==> src/rtl/serial_add_pkg.sv <==
`default_nettype none
// ============================================================================
// Module   : serial_add_pkg
// Purpose  : Shared state encodings and default width for the serial adder.
// Revision : 1.0 - initial release
// ============================================================================
package serial_add_pkg;

   localparam int SERIAL_ADD_WIDTH = 8;

   typedef enum logic [1:0] {
      ST_IDLE = 2'd0,
      ST_RUN  = 2'd1,
      ST_DONE = 2'd2
   } state_e;

endpackage : serial_add_pkg
`default_nettype wire

==> src/rtl/serial_add_ctrl_full_adder.sv <==
`default_nettype none
// ============================================================================
// Module   : serial_add_ctrl_full_adder
// Purpose  : One-bit full adder, the time-shared datapath of the serial adder.
// Revision : 1.0 - initial release
// ============================================================================
module serial_add_ctrl_full_adder (
   input  logic a,
   input  logic b,
   input  logic ci,
   output logic s,
   output logic co
);

   assign s  = a ^ b ^ ci;
   assign co = (a & b) | (a & ci) | (b & ci);

endmodule : serial_add_ctrl_full_adder
`default_nettype wire

==> src/rtl/serial_add_ctrl.sv <==
`default_nettype none
// ============================================================================
// Module   : serial_add_ctrl
// Purpose  : Bit-serial adder controller, LSB first, one bit per clock.
//            Optional subtract mode enabled by macro SERIAL_ADD_SUB_EN.
// Revision : 1.0 - initial release
// ============================================================================
module serial_add_ctrl
   import serial_add_pkg::*;
#(
   parameter int WIDTH = SERIAL_ADD_WIDTH
) (
   input  logic             clk,
   input  logic             rst,
   input  logic             start,
   input  logic [WIDTH-1:0] a,
   input  logic [WIDTH-1:0] b,
   input  logic             cin,
`ifdef SERIAL_ADD_SUB_EN
   input  logic             sub,
`endif
   output logic             busy,
   output logic             done,
   output logic [WIDTH-1:0] sum,
   output logic             cout
);

   localparam int               CNT_W      = $clog2(WIDTH + 1);
   localparam logic [CNT_W-1:0] c_last_bit = CNT_W'(WIDTH - 1);

   state_e           state_q, state_d;
   logic [WIDTH-1:0] sa_q, sa_d;
   logic [WIDTH-1:0] sb_q, sb_d;
   logic [WIDTH-1:0] res_q, res_d;
   logic [CNT_W-1:0] cnt_q, cnt_d;
   logic             carry_q, carry_d;
   logic             cout_q, cout_d;

   logic [WIDTH-1:0] w_load_b;
   logic             w_load_c;
   logic             w_fa_sum;
   logic             w_fa_cout;

`ifdef SERIAL_ADD_SUB_EN
   // a - b computed as a + ~b + 1; cout=1 then means no borrow
   assign w_load_b = sub ? ~b : b;
   assign w_load_c = sub ? 1'b1 : cin;
`else
   assign w_load_b = b;
   assign w_load_c = cin;
`endif

   serial_add_ctrl_full_adder u_fa (
      .a  (sa_q[0]),
      .b  (sb_q[0]),
      .ci (carry_q),
      .s  (w_fa_sum),
      .co (w_fa_cout)
   );

   always_ff @(posedge clk or posedge rst) begin
      if (rst) begin
         state_q <= ST_IDLE;
         sa_q    <= '0;
         sb_q    <= '0;
         res_q   <= '0;
         cnt_q   <= '0;
         carry_q <= 1'b0;
         cout_q  <= 1'b0;
      end else begin
         state_q <= state_d;
         sa_q    <= sa_d;
         sb_q    <= sb_d;
         res_q   <= res_d;
         cnt_q   <= cnt_d;
         carry_q <= carry_d;
         cout_q  <= cout_d;
      end
   end

   always_comb begin
      state_d = state_q;
      sa_d    = sa_q;
      sb_d    = sb_q;
      res_d   = res_q;
      cnt_d   = cnt_q;
      carry_d = carry_q;
      cout_d  = cout_q;

      case (state_q)
         ST_IDLE: begin
            if (start) begin
               sa_d    = a;
               sb_d    = w_load_b;
               carry_d = w_load_c;
               cnt_d   = '0;
               state_d = ST_RUN;
            end
         end
         ST_RUN: begin
            res_d   = {w_fa_sum, res_q[WIDTH-1:1]};
            carry_d = w_fa_cout;
            sa_d    = sa_q >> 1;
            sb_d    = sb_q >> 1;
            cnt_d   = cnt_q + CNT_W'(1);
            if (cnt_q == c_last_bit) begin
               cout_d  = w_fa_cout;
               state_d = ST_DONE;
            end
         end
         ST_DONE: begin
            // A start seen here chains straight into the next operation,
            // giving one result every WIDTH+1 cycles with start held high.
            if (start) begin
               sa_d    = a;
               sb_d    = w_load_b;
               carry_d = w_load_c;
               cnt_d   = '0;
               state_d = ST_RUN;
            end else begin
               state_d = ST_IDLE;
            end
         end
         default: state_d = ST_IDLE;
      endcase
   end

   assign busy = (state_q != ST_IDLE);
   assign done = (state_q == ST_DONE);
   assign sum  = res_q;
   assign cout = cout_q;

endmodule : serial_add_ctrl
`default_nettype wire
==> config.mk <==
export PLATFORM = sky130hd
export DESIGN_NAME = serial_add_ctrl
export DESIGN_NICKNAME = d
export VERILOG_FILES = /design/src/rtl/serial_add_pkg.sv /design/src/rtl/serial_add_ctrl_full_adder.sv /design/src/rtl/serial_add_ctrl.sv
export SDC_FILE = /design/constraint.sdc
export NUM_CORES = 1
export LEC_CHECK = 0
export ABC_AREA = 1
export CAP_MARGIN = 20
export CORE_ASPECT_RATIO = 2
export CORE_MARGIN = 8
export CORE_UTILIZATION = 45
export DETAILED_ROUTE_END_ITERATION = 12
export HOLD_SLACK_MARGIN = 0.15
export PLACE_DENSITY = 0.8
export SLEW_MARGIN = 40
export SYNTH_ARGS = -nofsm -noshare
export SYNTH_HDL_FRONTEND = slang
export SYNTH_SLANG_ARGS = --single-unit
==> constraint.sdc <==
create_clock -name clk -period 1.05 [get_ports clk]
set_input_delay 0.315 -clock clk [delete_from_list [all_inputs] [get_ports clk]]
set_output_delay 0.315 -clock clk [all_outputs]
set_load 0.05 [all_outputs]
==> results by stage <==
Detailed routing:
- The number of design rule violations left after detail routing is 0.
- Summing over every cut layer, the via total after detailed routing is 1,343.
- The DRC marker count from the first detailed-route iteration is 21.
- Dividing the detail-routed via count by the number of cells gives slightly above 5.
- The post-detailed-routing wire length is 3.40 mm.
- The first detailed-routing pass ran for 4 iterations.
- The number of antenna-violating nets in the routed design is 0.
- In the final routed layout, each cell accounts on average for 13.1 µm.

Timing:
- The number of setup violations in the final report is 42.
- Summed over all failing endpoints, the final setup total negative slack is -6.05 ns.
- The final number of max-transition violations is 0.
- The hold violation count in the final report is 0.
- At the pin with the least slew margin, the transition time is between 0.15 and 0.2 ns.
- Hold timing on the final database bottoms out at a slack of about 0.36 ns.
- In this run the tightest slew margin relative to its limit is 0.872.
- The clock arrives with about 0.0095 ns of skew.
- After layout, the minimum clock period comes to 1.39 ns.
- Setup repair after global routing could not meet its margin everywhere.
- Setup slack on the critical path of the routed design comes to -0.338 ns.
- Of the available clock period, the critical path in the final layout requires 1.32.
- The maximum clock frequency is roughly 0.72 GHz.

Power:
- The internal power of the cells is approximately 4.6 mW.
- The relative contribution of the clock network to total power is 0.126.
- The portion of total power attributed to combinational logic is 0.587.
- The switching power share of the total is 0.405.
- Summed over all cells, the static leakage comes to 1.12 nW.
- Dividing total power by cell area gives a power density of 3440 mW/mm².
- The peak supply drop is approximately 0.0018 V.
- The share of total power dissipated in sequential elements is 0.287.
- The net switching power figure is 3.11 mW.

Placed design:
- In this run the tool buffered the top-level ports with 30 buffer cells.
- The final weighted congestion in routability-driven placement is around 0.77.
- Once detailed placement completed, the half-perimeter wirelength came to between 2 and 3 mm.
- At the placement stage, the worst setup path has a slack of -0.388 ns.

Finish:
- The layout-stage area growth over the synthesis result is 55.3%.
- The number of antenna diodes is 0.
- The net count of the finished layout is 249.
- The share of final-layout standard cells stronger than drive strength 1 is 0.263.

Critical path:
- The startpoint of the worst register-to-register path is state_q[0]$_DFFE_PP0P_.
- Along the worst path, the maximum fanout reaches 3.
- For this design, the slowest cell found on the critical path is dfrtp_1.
- The critical path's top delay family is flip-flops.
- Data on the critical path is required at its endpoint by between 0.7 and 0.8 ns.
- STA classifies the critical path endpoint as an output port.
- The most critical setup path has its startpoint at state_q[0]$_DFFE_PP0P_.
- For this run, the slowest stage of the critical path takes 0.42 ns.
- The worst setup path is launched from a register.
- Walking the worst path, the cells encountered are buf_6 > nor2_4 > buf_12.
- The class of the most critical setup path is register to output port.
- The data arrival time at the worst-slack endpoint is ~1.1 ns.
- The sum of buffers and inverters on the critical path is 2.

Floorplanning:
- The die is approximately 96 µm tall.
- The initial utilization of the core area, before any placement, comes to 0.461.
- The overall die area is between 0.005 and 0.006 mm².
- After floorplanning, the core was divided into 29 placement rows.
- The core region is roughly 0.0031 mm².
- The die is 56.0 µm wide.
- The count of boundary I/O pins is 31.

Outcome:
- The checks that failed: setup timing.
- The run finished, with violations left.

Yosys:
- By count the netlist is led by 57 x nand2_1, 32 x dfrtp_1, 18 x inv_1.
- The synthesized design contains 32 register bits.
- The number of distinct library cells after synthesis is 20.
- Ranked by total cell area, the synthesized netlist is headed by dfrtp_1 56%, nand2_1 15%, o211ai_1 6.3%, o21ai_1 5.6%, inv_1 4.7%.
- The summed instance area of the synthesized netlist is 0.00144 mm².
- Of all cell types, the one taking the most synthesized area is dfrtp_1.
- The Yosys step of the flow raised 0 warnings.
- In the synthesized netlist the dominant register cell turns out to be dfrtp_1.
- In this run, synthesis inferred 0 flip-flops with an integrated enable.
- In the synthesized netlist, the number of instances is between 150 and 200.
- The net count of the mapped netlist is ~190.
- In the post-synthesis netlist, the cell with the most instances is nand2_1.
- Of the synthesized area, sequential elements account for 0.557.
- The share of the synthesized area in the top cell type is 0.557.
- The mean area per synthesized cell is 8.67 µm².
- The share of flip-flops with an asynchronous set or reset after synthesis is 1.00.

Run:
- Max-cap violations in this run came to 0.

Min path:
- The path class of the tightest hold or removal check is input port to asynchronous set/reset pin.

Global routing:
- For this run, the total global-route usage over all layers was measured as 0.142.
- Summed over all layers, the global routing overflow is 0.
- The initial antenna violation count came to 0.
- The first global-routing pass estimated around 6.2 mm of wire.
- The pin count of the biggest net entering global routing is 33.
- The number of global-route vias before repair is 1,458.

Clocking:
- At the later pin of the worst-skew pair, clock insertion delay measures 0.28 ns.
- The clock net in this run drives a total of 32 sinks.
- The post-cts hold buffer count is 0.
- In this run the number of H-tree levels came out at 2.
- The worst-case clock buffer depth is 2.
- The tree is rooted in a clkbuf_8.
- Counting the buffers created by CTS gives 5.
- TritonCTS built the clock tree.
- Clock-pin slew was measured on the worst setup and hold paths at around 0.070 ns.
metal layers:
layer,wire (µm),up-vias,GRT usage
met5,0,-,0
met4,125,0,0.0988
met3,157,11,0.0436
met2,1840,40,0.247
met1,1270,643,0.141
li1,-,649,-
logic make-up (layout without fill, tap and decap cells):
group / count (synthesis) / after routing / share of synthesized area
DFF: 32 / 32 / 0.557
buffers and inverters: 29 / 91 / 0.0913
AOI/OAI and AO/OA: 35 / 35 / 0.144
adders and majority gates: 2 / 2 / 0.0226
and+or+nand+nor: 68 / 68 / 0.185
state kept, by name, indices dropped and copies added (netlist names):
| signal | flops |
|---|---|
| sum | 8 |
| carry_q | 1 |
| sa_q | 8 |
| cout | 1 |
| state_q | 2 |
| cnt_q | 4 |
| sb_q | 8 |
area by class of cell:
class | instances | area [µm²]
fill | 233 | 886
sequential | 32 | 801
timing repair buffer | 62 | 692
multi-input combinational | 105 | 532
clock buffer | 8 | 90.1
inverter | 21 | 81.3
tap | 31 | 38.8
worst paths after layout:
check / endpoint / slack (ns) / cells after the start
max in group asynchronous: sum[6]$_DFFE_PP0P_ / 0.51 / 3
setup reg to reg: sa_q[6]$_DFFE_PP0P_ / -0.29 / 5
hold / removal: sb_q[7]$_DFFE_PP0P_ / 0.36 / 3
setup / recovery: done / -0.34 / 3
min in group clk: sa_q[7]$_DFFE_PP0P_ / 0.52 / 2
hold reg to reg: sa_q[7]$_DFFE_PP0P_ / 0.52 / 2
stage by stage:
stage	std cells	util	total power [mW]	instance area, µm²
5_1_grt	259	0.716	8.31	2230
3_3_place_gp	240	0.657	6.29	2050
6_report	259	0.716	7.68	2230
2_1_floorplan	166	-	4.64	1480
3_5_place_dp	240	0.657	6.44	2050
4_1_cts	258	0.710	7.68	2220
layout by cell type, fill, tap and decap left out, drive strengths merged:
cell type	Yosys	routed
o211ai	12	12
nor2	5	5
or2	1	1
buf	7	43
o21ai	21	21
nand4	2	2
nand3	3	3
nand2	57	57
a21oi	1	1
o21a	1	1
clkbuf	1	8
fa	1	1
dfrtp	32	32
inv	21	21
clkdlybuf4s50	0	19
ha	1	1
tightest hold or removal path, delay by kind of cell:
| kind | cells | cell delay (ns) |
|---|---|---|
| buffers and inverters | 3 | 0.69 |
what timing repair did:
| item | CTS | global route |
|---|---|---|
| hold endpoints to repair | 0 | 0 |
| resized for setup | 0 | 3 |
| cloned | 0 | 0 |
| pin swaps | 0 | 5 |
| endpoints found under the setup margin | 41 | 43 |
| buffers inserted | 10 | 1 |
power by group through the flow:
stage | sequential (mW) | clock [mW] | combinational [mW]
5_1_grt | 2.27 | 1.04 | 5.00
6_report | 2.21 | 0.964 | 4.51
4_1_cts | 2.20 | 0.989 | 4.49
3_5_place_dp | 2.27 | 0 | 4.17
2_1_floorplan | 2.64 | 0 | 2.01
3_3_place_gp | 2.23 | 0 | 4.06
No activity file was read; power rests on OpenSTA's default activity.
